$ cat src/rtl/ahb_lite_arbiter.sv
// ahb_lite_arbiter: shares one AHB-Lite slave among NUM_MASTERS masters; define AHB_ARB_FIXED_PRIO_EN for fixed priority instead of round-robin
module ahb_lite_arbiter #(
  parameter int NUM_MASTERS = 2,
  parameter int ADDR_W      = 32,
  parameter int DATA_W      = 32,
  parameter int MAX_HOLD    = 16
) (
  input  logic                          hclk,
  input  logic                          hreset,
  input  logic [NUM_MASTERS-1:0]        m_hbusreq,
  input  logic [NUM_MASTERS-1:0]        m_hmastlock,
  input  logic [2*NUM_MASTERS-1:0]      m_htrans,
  input  logic [ADDR_W*NUM_MASTERS-1:0] m_haddr,
  input  logic [NUM_MASTERS-1:0]        m_hwrite,
  input  logic [3*NUM_MASTERS-1:0]      m_hsize,
  input  logic [3*NUM_MASTERS-1:0]      m_hburst,
  input  logic [4*NUM_MASTERS-1:0]      m_hprot,
  input  logic [DATA_W*NUM_MASTERS-1:0] m_hwdata,
  output logic [NUM_MASTERS-1:0]        m_hgrant,
  output logic [NUM_MASTERS-1:0]        m_hready,
  output logic [DATA_W-1:0]             m_hrdata,
  output logic                          m_hresp,
  output logic                          s_hsel,
  output logic [ADDR_W-1:0]             s_haddr,
  output logic [1:0]                    s_htrans,
  output logic                          s_hwrite,
  output logic [2:0]                    s_hsize,
  output logic [2:0]                    s_hburst,
  output logic [3:0]                    s_hprot,
  output logic                          s_hmastlock,
  output logic [DATA_W-1:0]             s_hwdata,
  output logic                          s_hready,
  input  logic                          s_hreadyout,
  input  logic [DATA_W-1:0]             s_hrdata,
  input  logic                          s_hresp
);
  localparam int OW = (NUM_MASTERS > 1) ? $clog2(NUM_MASTERS) : 1;
  localparam int HW = $clog2(MAX_HOLD + 1);
  localparam logic [HW-1:0] HOLD_MAX = HW'(MAX_HOLD);
  localparam logic [1:0] IDLE = 2'd0, BUSY = 2'd1, NONSEQ = 2'd2, SEQ = 2'd3;
  typedef enum logic [1:0] {PARK, OWN, LOCK} state_t;
  state_t r_state, w_state_nxt;
  logic [OW-1:0] r_owner, w_owner_nxt, r_ptr, w_ptr_nxt, r_downer, w_win;
  logic [NUM_MASTERS-1:0] r_grant, w_grant_nxt;
  logic [HW-1:0] r_hold, w_hold_nxt;
  logic r_dvalid;
  logic w_active, w_any_req, w_contend, w_in_burst, w_rearb, w_lock;
  logic [1:0] w_trans;
  logic [2:0] w_burst;
  assign w_active   = r_state != PARK;
  assign w_trans    = m_htrans[2*r_owner +: 2];
  assign w_burst    = m_hburst[3*r_owner +: 3];
  assign w_any_req  = |m_hbusreq;
  assign w_in_burst = w_trans == SEQ || w_trans == BUSY || (w_trans == NONSEQ && w_burst != 3'd0);
  assign w_rearb    = !w_active || w_trans == IDLE || (!w_in_burst && (!m_hbusreq[r_owner] || r_hold >= HOLD_MAX));
  assign w_lock     = w_active && m_hmastlock[r_owner] && (w_trans == NONSEQ || r_state == LOCK);
  // pick the next owner and detect whether anyone is waiting on the current owner
  always_comb begin
    logic [OW-1:0] v_idx;
    w_win = r_owner;
    w_contend = 1'b0;
    v_idx = '0;
    for (int i = NUM_MASTERS - 1; i >= 0; i--) begin
`ifdef AHB_ARB_FIXED_PRIO_EN
      v_idx = OW'(i);
      w_contend = w_contend | (m_hbusreq[v_idx] && v_idx < r_owner);
`else
      v_idx = OW'((int'(r_ptr) + i) % NUM_MASTERS);
      w_contend = w_contend | (m_hbusreq[v_idx] && v_idx != r_owner);
`endif
      if (m_hbusreq[v_idx]) w_win = v_idx;
    end
  end
  // next state, owner, grant and hold counter
  always_comb begin
    w_state_nxt = r_state;
    w_owner_nxt = r_owner;
    w_ptr_nxt = r_ptr;
    w_grant_nxt = r_grant;
    w_hold_nxt = (w_active && w_trans != IDLE && w_contend && r_hold != HOLD_MAX) ? r_hold + HW'(1) : r_hold;
    if (w_lock) w_state_nxt = LOCK;
    else if (w_rearb) begin
      w_state_nxt = w_any_req ? OWN : PARK;
      w_owner_nxt = w_any_req ? w_win : r_owner;
      w_ptr_nxt = w_any_req ? OW'((int'(w_win) + 1) % NUM_MASTERS) : r_ptr;
      w_grant_nxt = w_any_req ? (NUM_MASTERS'(1) << w_win) : '0;
      w_hold_nxt = '0;
    end else w_state_nxt = OWN;
  end
  // all arbitration state advances only on edges where the slave is ready
  always_ff @(posedge hclk) begin
    if (hreset) begin
      r_state <= PARK;
      r_owner <= '0;
      r_ptr <= '0;
      r_grant <= '0;
      r_hold <= '0;
      r_dvalid <= 1'b0;
      r_downer <= '0;
    end else if (s_hreadyout) begin
      r_state <= w_state_nxt;
      r_owner <= w_owner_nxt;
      r_ptr <= w_ptr_nxt;
      r_grant <= w_grant_nxt;
      r_hold <= w_hold_nxt;
      r_dvalid <= w_active && w_trans[1];
      r_downer <= r_owner;
    end
  end
  assign m_hgrant    = r_grant;
  assign m_hready    = {NUM_MASTERS{s_hreadyout}};
  assign m_hrdata    = s_hrdata;
  assign m_hresp     = s_hresp & r_dvalid;
  assign s_hsel      = w_active && w_trans != IDLE;
  assign s_htrans    = w_active ? w_trans : IDLE;
  assign s_haddr     = m_haddr[ADDR_W*r_owner +: ADDR_W];
  assign s_hwrite    = m_hwrite[r_owner];
  assign s_hsize     = m_hsize[3*r_owner +: 3];
  assign s_hburst    = w_burst;
  assign s_hprot     = m_hprot[4*r_owner +: 4];
  assign s_hmastlock = w_active & m_hmastlock[r_owner];
  assign s_hwdata    = r_dvalid ? m_hwdata[DATA_W*r_downer +: DATA_W] : '0;
  assign s_hready    = s_hreadyout;
endmodule

$ cat config.mk
export PLATFORM = sky130hd
export DESIGN_NAME = ahb_lite_arbiter
export DESIGN_NICKNAME = d
export VERILOG_FILES = /design/src/rtl/ahb_lite_arbiter.sv
export SDC_FILE = /design/constraint.sdc
export NUM_CORES = 1
export LEC_CHECK = 0
export CORE_AREA = 3 3 119 121
export CTS_CLUSTER_SIZE = 10
export DETAILED_ROUTE_END_ITERATION = 12
export DIE_AREA = 0 0 122 124
export PLACE_DENSITY = 0.66
export SYNTH_ARGS = -nofsm -noshare
export SYNTH_HDL_FRONTEND = slang
export SYNTH_SLANG_ARGS = --single-unit
export TNS_END_PERCENT = 50
$ cat constraint.sdc
create_clock -name hclk -period 2.3 [get_ports hclk]
set_input_delay 0.46 -clock hclk [delete_from_list [all_inputs] [get_ports hclk]]
set_output_delay 0.46 -clock hclk [all_outputs]
set_load 0.01 [all_outputs]
=== Word-level counts from Yosys, hierarchy flattened ===
Index checks and enable logic that the tools add are counted.

* Word-level logic and storage cells: 80
* Input bits: 194
* Flip-flop bits (word level): 13
* Output and inout bits: 117

* $lt $le $gt $ge: 4
* Equal/unequal tests: 7
* Bitwise logic cells: 4
* Multiplexer cells: 21
* Add/sub/neg operators: 3
* Reductions and logical operators: 26
* Multiply operators: 1
* Shifts and indexed selects: 7

{| class="wikitable"
|+ Operators by type and width
! cell !! number
|-
| $shiftx 64x7->32 || 2
|-
| $mux 32 || 1
|-
| $mux 5 || 3
|-
| $mux 1 || 14
|-
| $shiftx 6x4->3 || 2
|-
| $logic_and 1x1->1 || 10
|-
| $shiftx 8x4->4 || 1
|-
| $eq 2x2->1 const B || 3
|-
| $logic_or 1x1->1 || 6
|-
| $lt 1x2->1 const B || 3
|-
| $mux 2 || 3
|-
| $add 5x1->5 const B || 1
|-
| $ge 5x5->1 const B || 1
|-
| $ne 5x5->1 const B || 1
|-
| $reduce_and 4->1 || 1
|-
| $reduce_bool 2->1 || 2
|-
| $shiftx 4x3->2 || 1
|-
| $logic_not 1->1 || 3
|-
| $mul 2x1->3 const A || 1
|-
| $reduce_and 3->1 || 1
|-
| $reduce_bool 3->1 || 1
|-
| $add 1x1->1 const B || 2
|-
| $and 1x1->1 || 2
|-
| $eq 2x1->1 const B || 1
|-
| 6 further kinds || 7
|}

=== Longest topological paths before layout ===
Gate-level depths: netlist (run 1).

* Depth in word-level cells: 10
* Mapped depth: 7
* Depth with buffers taken out: 7

=== Worst setup path after synthesis (run 1) ===
OpenSTA, ideal clock, no wires.

* Path kind: input-to-reg
* Start: in m_hburst[3]
* End: reg r_grant[1], in the netlist m_hgrant[1]
* Data required time: 2.233 ns
* Setup time: 0.067 ns
* Path buffers: 0
* Arrival time: 1.730 ns
* Slack: 0.503 ns
* Stages: 5
* Path through: nor4b_1 nor3_1 o31a_1 or4_4 o21ai_2

* Word-level cells in the longest chain between the ends: 8

{| class="wikitable"
|+ Ends and longest elaborated chain
! element !! RTL line !! RTL
|-
| from (decl) || 16 || <nowiki>input logic [3*NUM_MASTERS-1:0] m_hburst,</nowiki>
|-
| $shiftx 6x4->3 || 52 || <nowiki>assign w_burst = m_hburst[3*r_owner +: 3];</nowiki>
|-
| $reduce_bool 3->1 || 54 || <nowiki>assign w_in_burst = w_trans == SEQ || w_trans == BUSY || (w_trans == NONSEQ && w_burst != 3'd0);</nowiki>
|-
| $logic_and 1x1->1 || 54 ||
|-
| $logic_or 1x1->1 || 54 ||
|-
| $logic_not 1->1 || 55 || <nowiki>assign w_rearb = !w_active || w_trans == IDLE || (!w_in_burst && (!m_hbusreq[r_owner] || r_hold >= HOLD_MAX));</nowiki>
|-
| $logic_and 1x1->1 || 55 ||
|-
| $logic_or 1x1->1 || 55 ||
|-
| $reduce_and 3->1 (no source line) || - ||
|-
| to (signal assigned) || 104 || <nowiki>r_grant <= w_grant_nxt;</nowiki>
|-
| to (decl) || 44 || <nowiki>logic [NUM_MASTERS-1:0] r_grant, w_grant_nxt;</nowiki>
|}

No other way between the ends.
A chain may end at the register's enable or synchronous reset.

=== Final worst setup path (run 1) ===
* Start: in m_htrans[0]
* End: out s_htrans[0]

* Word-level cells in the longest chain between the ends: 2

{| class="wikitable"
|+ Ends and longest elaborated chain
! element !! RTL line !! RTL
|-
| from (decl) || 12 || <nowiki>input logic [2*NUM_MASTERS-1:0] m_htrans,</nowiki>
|-
| $shiftx 4x3->2 || 51 || <nowiki>assign w_trans = m_htrans[2*r_owner +: 2];</nowiki>
|-
| $mux 2 || 115 || <nowiki>assign s_htrans = w_active ? w_trans : IDLE;</nowiki>
|-
| to (decl) || 25 || <nowiki>output logic [1:0] s_htrans,</nowiki>
|}

No other way between the ends.

==> impl_metrics.py, run 1 <==
metrics = {
    "floorplan": {
        "coreArea_sq_mm": 0.01319,
        "pin_count": 311,
        "row_count": 42,
        "die_y_um": 124,
        "dieArea_sq_mm": 0.01513,
        "start_util_pct": 15.79,
        "die_w_um": 122,
    },
    "sta": {
        "layout_min_cycle_time_ns": 2.248,
        "final-setup-viol-count": 0,
        "drv_slew": 0,
        "hold_viol_final": 0,
        "maxSlewHeadroom_pct": 72.94,
        "max_freq_ghz": 0.4447,
        "timing.final.crit_share_pct": 97.76,
        "skew_ns": 0.0008623,
        "rsz0062_at_grt": "true",
        "worstMarginPinSlew_ns": 0.4008,
    },
    "critical_path": {
        "crit_path_start_kind": "input port",
        "worstSetupPathType": "input port to output pin",
        "max_stage_delay_ns": 0.57,
        "cp.required_ns": 1.84,
        "slowest_stage": "clkdlybuf4s50_1",
        "reg2reg_slack_ns": 0.24,
        "timing.rr.start": "r_owner",
        "end_kind": "output pin",
        "r2r_end": "r_owner",
        "crit_path_end": "s_htrans[0]",
        "reg2reg_depth": 5,
        "crit_fanout": 3,
        "path_cells": "clkdlybuf4s50_1, mux2i_2, nor2_1, clkdlybuf4s50_1",
        "cpMostUsedCell": "clkdlybuf4s50_1",
        "cp.arrival_ns": 1.79,
        "crit_path_start": "m_htrans[0]",
    },
    "global_routing": {
        "grt_pass1_vias": 2647,
        "grt_use_total_pct": 10.94,
        "grt_pass1_wl_um": 13090,
        "gr-total-overflow": 0,
        "antenna_found_initial": 0,
        "grt_max_degree": 35,
    },
    "cells_and_area": {
        "antenna_cells": 0,
        "layout-drive-gt1-share_pct": 15.88,
        "fillCellCount": 1340,
        "multi_input_area_sq_mm": 0.001463,
        "utilization_pct": 35.53,
        "final_common_cell": "clkdlybuf4s50_1",
        "seqCellArea_sq_um": 265.3,
        "fin_nets": 663,
        "layout_common_cells": "clkdlybuf4s50_1, mux2_2, mux2i_1",
        "syn2layout_area_growth_pct": 125.0,
    },
    "power_and_ir_drop": {
        "vdd_drop_max_uv": 172.5,
        "power_leakage_nw": 1.658,
        "power_density_mw_per_mm2": 297.6,
        "power.total_w": 0.001395,
    },
    "route": {
        "vias_per_cell": 4.078,
        "final_antenna_net_count": 0,
        "detail_route.wl_per_cell_um": 14.70,
        "drt_pre_antenna_iters": 4,
        "routed_wl_um": 9435,
        "vias": 2618,
        "drt_iter0_markers": 75,
        "drc_errors": 0,
    },
    "yosys": {
        "ys_ff_latch": 13,
        "synth_area_leaders": "mux2_2, mux2i_1, buf_4, dfxtp_1, nor2b_1",
        "syn_area_sq_mm": 0.002083,
        "synth.largest_area_cell": "mux2_2",
        "synth_seq_area_share_pct": 12.49,
        "synth_nets": 443,
        "synth_cells": 247,
        "synth-warning-count": 0,
        "avgSynthCellArea_sq_um": 8.434,
        "ys_types": 34,
        "synth_top_area_share_pct": 23.78,
    },
    "cts": {
        "cts_max_level": 1,
        "hold_buffers": 0,
        "path_clk_slew_ns": 0.04,
        "clockBufferDepth": 2,
        "insertion_delay_ns": 0.24,
        "clock-root-buffer": "clkbuf_16",
        "cts.sinks": 13,
        "numCtsBuffers": 3,
        "cts_tree": "yes",
    },
    "place": {
        "gp_congestion": 0.7622,
        "io_buffers": 246,
        "dp_hpwl_um": 8177,
    },
    "worst_hold_path": {
        "hold_class": "register to register",
    },
    "job": {
        "drv_cap": 0,
    },
    "status": {
        "status": "finished clean",
    },
}
## layout make-up
| type | instances | share of cell area, % |
|---|---|---|
| repair buffers | 265 | 56.11 |
| multi-input cells | 176 | 31.21 |
| flip-flops and latches | 13 | 5.659 |
| well taps | 176 | 4.698 |
| clock buffers | 4 | 1.682 |
| inverters | 8 | 0.6407 |
## metrics by stage
step | hold WS [ns] | cell area, sq um | std cells | worst slack, ns | TNS (ns)
CTS | 0.4817 | 4679 | 642 | 0.02225 | 0
detailed placement | 0.4732 | 4602 | 638 | -0.08168 | -0.3048
global placement | 0.4557 | 4602 | 638 | -0.07656 | -0.2495
global route | 0.5052 | 4687 | 642 | -0.004653 | -0.008006
floorplan | 0.4595 | 2083 | 247 | 0.5027 | 0
finish | 0.4827 | 4687 | 642 | 0.05150 | 0
## cell usage after synthesis
cell / number
a2111o_1: 1
a21oi_1: 4
a2bb2oi_1: 1
a311oi_1: 1
a31oi_1: 1
and2_1: 1
and2b_2: 1
buf_4: 35
buf_6: 2
clkbuf_1: 13
dfxtp_1: 13
ha_1: 2
inv_1: 8
mux2_2: 44
mux2i_1: 38
mux2i_2: 1
nand2_1: 7
nand3_1: 2
nand4_1: 1
nor2_1: 13
nor2b_1: 32
nor3_1: 8
nor4_1: 1
nor4b_1: 1
o21a_1: 1
o21ai_0: 3
o21ai_2: 1
o2bb2ai_1: 2
o311ai_0: 1
o31a_1: 1
o31ai_1: 2
or2b_2: 1
or4_4: 1
xnor2_1: 3
## what timing repair did
item / in CTS / in global routing
endpoints found under the hold margin: 0 / 0
setup buffers: 0 / 0
resized for setup: 4 / 2
endpoints found under the setup margin: 45 / 3
## sequential cells by signal (all words and copies together), names as in the netlist
register,cells
m_hgrant,2
r_downer,1
r_dvalid,1
r_hold,5
r_owner,1
r_ptr,1
r_state,2
## how the worst min path moves through the flow
| stage | start | slack (ns) | cells after the start | endpoint |
|---|---|---|---|---|
| after CTS | m_hgrant[1] | 0.48 | 2 | m_hgrant[1] |
| after global placement | m_hgrant[1] | 0.46 | 2 | m_hgrant[1] |
| after floorplan | r_ptr | 0.46 | 1 | r_ptr |
| after global routing | m_hgrant[1] | 0.51 | 2 | m_hgrant[1] |
| final | m_hgrant[1] | 0.48 | 2 | m_hgrant[1] |
| after detailed placement | m_hgrant[1] | 0.47 | 2 | m_hgrant[1] |
## report_power, final
part / internal (W) / switching, W / leakage, nW / total (W)
Combinational: 0.000551 / 0.000265 / 1.51 / 0.000817
Sequential: 0.000238 / 0.0000155 / 0.107 / 0.000253
Clock: 0.000233 / 0.0000919 / 0.0382 / 0.000325
## critical path: cells and delay by family
kind,cells,cell delay (ns)
buf+inv,2,1.09
simple gates,1,0.11
mux,1,0.13
## cells by family (layout without fill, tap and decap cells)
kind of cell    after synthesis  after routing  share of synthesized area [%]
buf+inv                      58            277                          17.48
simple gates                 69             69                          18.32
xor+xnor                      3              3                          1.261
mux                          83             83                          42.70
compound gates               19             19                          6.547
fa+ha+maj                     2              2                          1.201
flops                        13             13                          12.49
## layer usage
| metal | global-route usage [%] | wire length (um) |
|---|---|---|
| met1 | 10.91 | 3232 |
| met2 | 21.65 | 5141 |
| met3 | 3.497 | 943 |
| met4 | 3.011 | 119 |
| met5 | 0 | 0 |
Power figures use the tool's default switching activity.
==> run 2: changes to the inputs <==
ABC_AREA = 1   (was not set)
SKIP_CTS_REPAIR_TIMING = 1   (was not set)
==> run 2 against run 1 <==
Against the previous run:
- via count increased by 18%
- sequential power about the same
- largest power group unchanged
- first-iteration DRC count decreased by 9.3%
==> impl_metrics.py, run 2 <==
metrics = {
    "floorplan": {
        "row_count": 42,
        "die_w_um": 122,
        "coreArea_sq_mm": 0.01319,
        "dieArea_sq_mm": 0.01513,
        "start_util_pct": 15.64,
        "pin_count": 311,
        "die_y_um": 124,
    },
    "critical_path": {
        "max_stage_delay_ns": 0.53,
        "worstSetupPathType": "input port to output pin",
        "crit_fanout": 3,
        "crit_path_start_kind": "input port",
        "cp_num_buf_inv": 3,
        "path_cells": "clkdlybuf4s50_1, nand2_1, nand2_1, nand2_1, inv_2, clkdlybuf4s50_1",
        "cp.required_ns": 1.84,
        "cpMostUsedCell": "nand2_1",
        "slowest_stage": "clkdlybuf4s50_1",
        "end_kind": "output pin",
        "critPathTopFamily": "buffers and inverters",
        "cp.arrival_ns": 1.76,
    },
    "job": {
        "drv_cap": 0,
    },
    "cells_and_area": {
        "antenna_cells": 0,
        "layout_common_cells": "clkdlybuf4s50_1, nand2_1, nor2_1",
        "largest_reg_flops": 5,
        "instances_no_fill": 802,
        "final_common_cell": "clkdlybuf4s50_1",
        "utilization_pct": 35.22,
        "syn2layout_area_growth_pct": 125.2,
        "fin_nets": 823,
        "layout-drive-gt1-share_pct": 4.633,
        "top_register": "r_hold",
    },
    "status": {
        "status": "finished clean",
    },
    "cts": {
        "path_clk_slew_ns": 0.05,
        "numCtsBuffers": 3,
        "clockBufferDepth": 2,
        "clock-root-buffer": "clkbuf_16",
        "cts.sinks": 13,
        "cts_tree": "yes",
        "cts_max_level": 1,
        "insertion_delay_ns": 0.24,
    },
    "yosys": {
        "synth_top_area_share_pct": 30.93,
        "synth_flop_cell": "dfxtp_1",
        "synth-adder-area-share_pct": 1.213,
        "async_reset_ff_share_pct": 0,
        "ys_ff_latch": 13,
        "synth_nets": 615,
        "avgSynthCellArea_sq_um": 4.924,
        "synth-warning-count": 0,
        "yosys.area_share.simple_pct": 49.85,
        "synth_seq_area_share_pct": 12.61,
        "synth-edff-count": 0,
        "syn_area_sq_mm": 0.002063,
        "synth_xor_area_share_pct": 0.4245,
        "synth.mux.area_fraction_pct": 0,
        "synth_cells": 419,
        "synth_compound_area_share_pct": 12.80,
        "synth_area_leaders": "nand2_1, nor2_1, buf_4, dfxtp_1, o21ai_0",
        "ys_types": 21,
        "ys_top_cells_by_count": "nand2_1, nor2_1, o21ai_0",
        "synth.largest_area_cell": "nand2_1",
        "synth_top_family_by_area": "simple AND/OR/NAND/NOR gates",
        "yosysMostFrequentCell": "nand2_1",
    },
    "sta": {
        "drv_slew": 0,
        "final-setup-viol-count": 0,
        "hold_viol_final": 0,
        "worstMarginPinSlew_ns": 0.3522,
        "maxSlewHeadroom_pct": 76.28,
        "max_freq_ghz": 0.4505,
        "timing.final.crit_share_pct": 96.52,
        "skew_ns": 0.002167,
        "layout_min_cycle_time_ns": 2.220,
        "rsz0062_at_grt": "true",
    },
    "place": {
        "dp_cells": 798,
        "gp_congestion": 0.7291,
        "dp_hpwl_um": 7652,
        "io_buffers": 246,
    },
    "global_routing": {
        "grt_pass1_vias": 2926,
        "grt_max_degree": 51,
        "antenna_found_initial": 0,
        "gr-total-overflow": 0,
        "grt_use_total_pct": 10.70,
        "grt_pass1_wl_um": 13390,
    },
    "route": {
        "routed_wl_um": 9062,
        "vias": 3100,
        "final_antenna_net_count": 0,
        "detail_route.wl_per_cell_um": 11.30,
        "drt_pre_antenna_iters": 4,
        "vias_per_cell": 3.865,
        "drc_errors": 0,
        "drt_iter0_markers": 68,
    },
    "power_and_ir_drop": {
        "power_leakage_nw": 2.173,
        "vdd_drop_max_uv": 183.4,
        "power_density_mw_per_mm2": 354.7,
    },
    "worst_hold_path": {
        "hold_class": "register to register",
    },
}
[run 2: changes by cell type after synthesis, moves of 24 or more]
cell,change
o21ai_0,+36
nor2b_1,-32
mux2i_1,-38
nor2_1,+64
inv_1,+24
nand2_1,+163
mux2_2,-44
[run 2: through the flow]
stage / instance area (sq um) / TNS, ns / hold slack [ns] / worst slack [ns] / power [W]
after floorplan: 2063 / 0 / 0.4630 / 0.8428 / 0.0007111
after global placement: 4538 / 0 / 0.4566 / 0.04921 / 0.001333
after detailed placement: 4538 / 0 / 0.4601 / 0.02709 / 0.001336
after CTS: 4618 / 0 / 0.4676 / 0.02374 / 0.001674
after global routing: 4646 / -0.08570 / 0.5029 / -0.02027 / 0.001774
final: 4646 / 0 / 0.4632 / 0.08014 / 0.001648
[run 2: metal layers]
metal  wire, um  share of wire, %  global-route usage [%]
met1       3595                40                   12.70
met2       4440                49                   18.99
met3        975                11                   4.133
met4         51              0.56                   1.050
met5          0                 0                       0
[run 2: power breakdown]
part,internal (W),switching (W),total (W)
combinational,0.000621,0.000444,0.00107
clock,0.000231,0.0000976,0.000329
sequential,0.000242,0.0000118,0.000253
total,0.00109,0.000553,0.00165
[run 2: layout make-up]
| type | instances | area, sq um |
|---|---|---|
| multi-input combinational | 317 | 1329 |
| fill | 1414 | 8544 |
| clock inverter | 1 | 5.005 |
| clock buffer | 3 | 75.07 |
| sequential | 13 | 261.5 |
| timing repair buffer | 258 | 2625 |
| inverter | 34 | 130.1 |
| tap | 176 | 220.2 |
[run 2: cells by family (layout without fill, tap and decap cells)]
kind of cell	count (synthesis)	in the layout
AOI/OAI and AO/OA	49	49
xor gates and xnor gates	1	1
adders and majority gates	2	2
buffers and inverters	89	296
DFF	13	13
and+or+nand+nor	265	265
[run 2: path summary, 6_finish.rpt]
kind	end	slack (ns)	cells after the start	startpoint
worst max-delay path	s_htrans[1]	0.08	6	m_htrans[3]
worst min-delay path	m_hgrant[0]	0.46	2	m_hgrant[0]
worst max register to register	r_hold[0]	0.67	10	r_owner
worst min register to register	m_hgrant[0]	0.46	2	m_hgrant[0]
[run 2: worst min-delay path, cell delays in order (launching register included)]
cell     delay, ns
dfxtp_1       0.31
nand2_1       0.06
a21oi_1       0.05
==> run 3: changes to the inputs <==
SKIP_CTS_REPAIR_TIMING = not set   (was 1)
==> results of run 3 <==
Same layout as run 2: the final DEF is identical, and so are final timing and power.
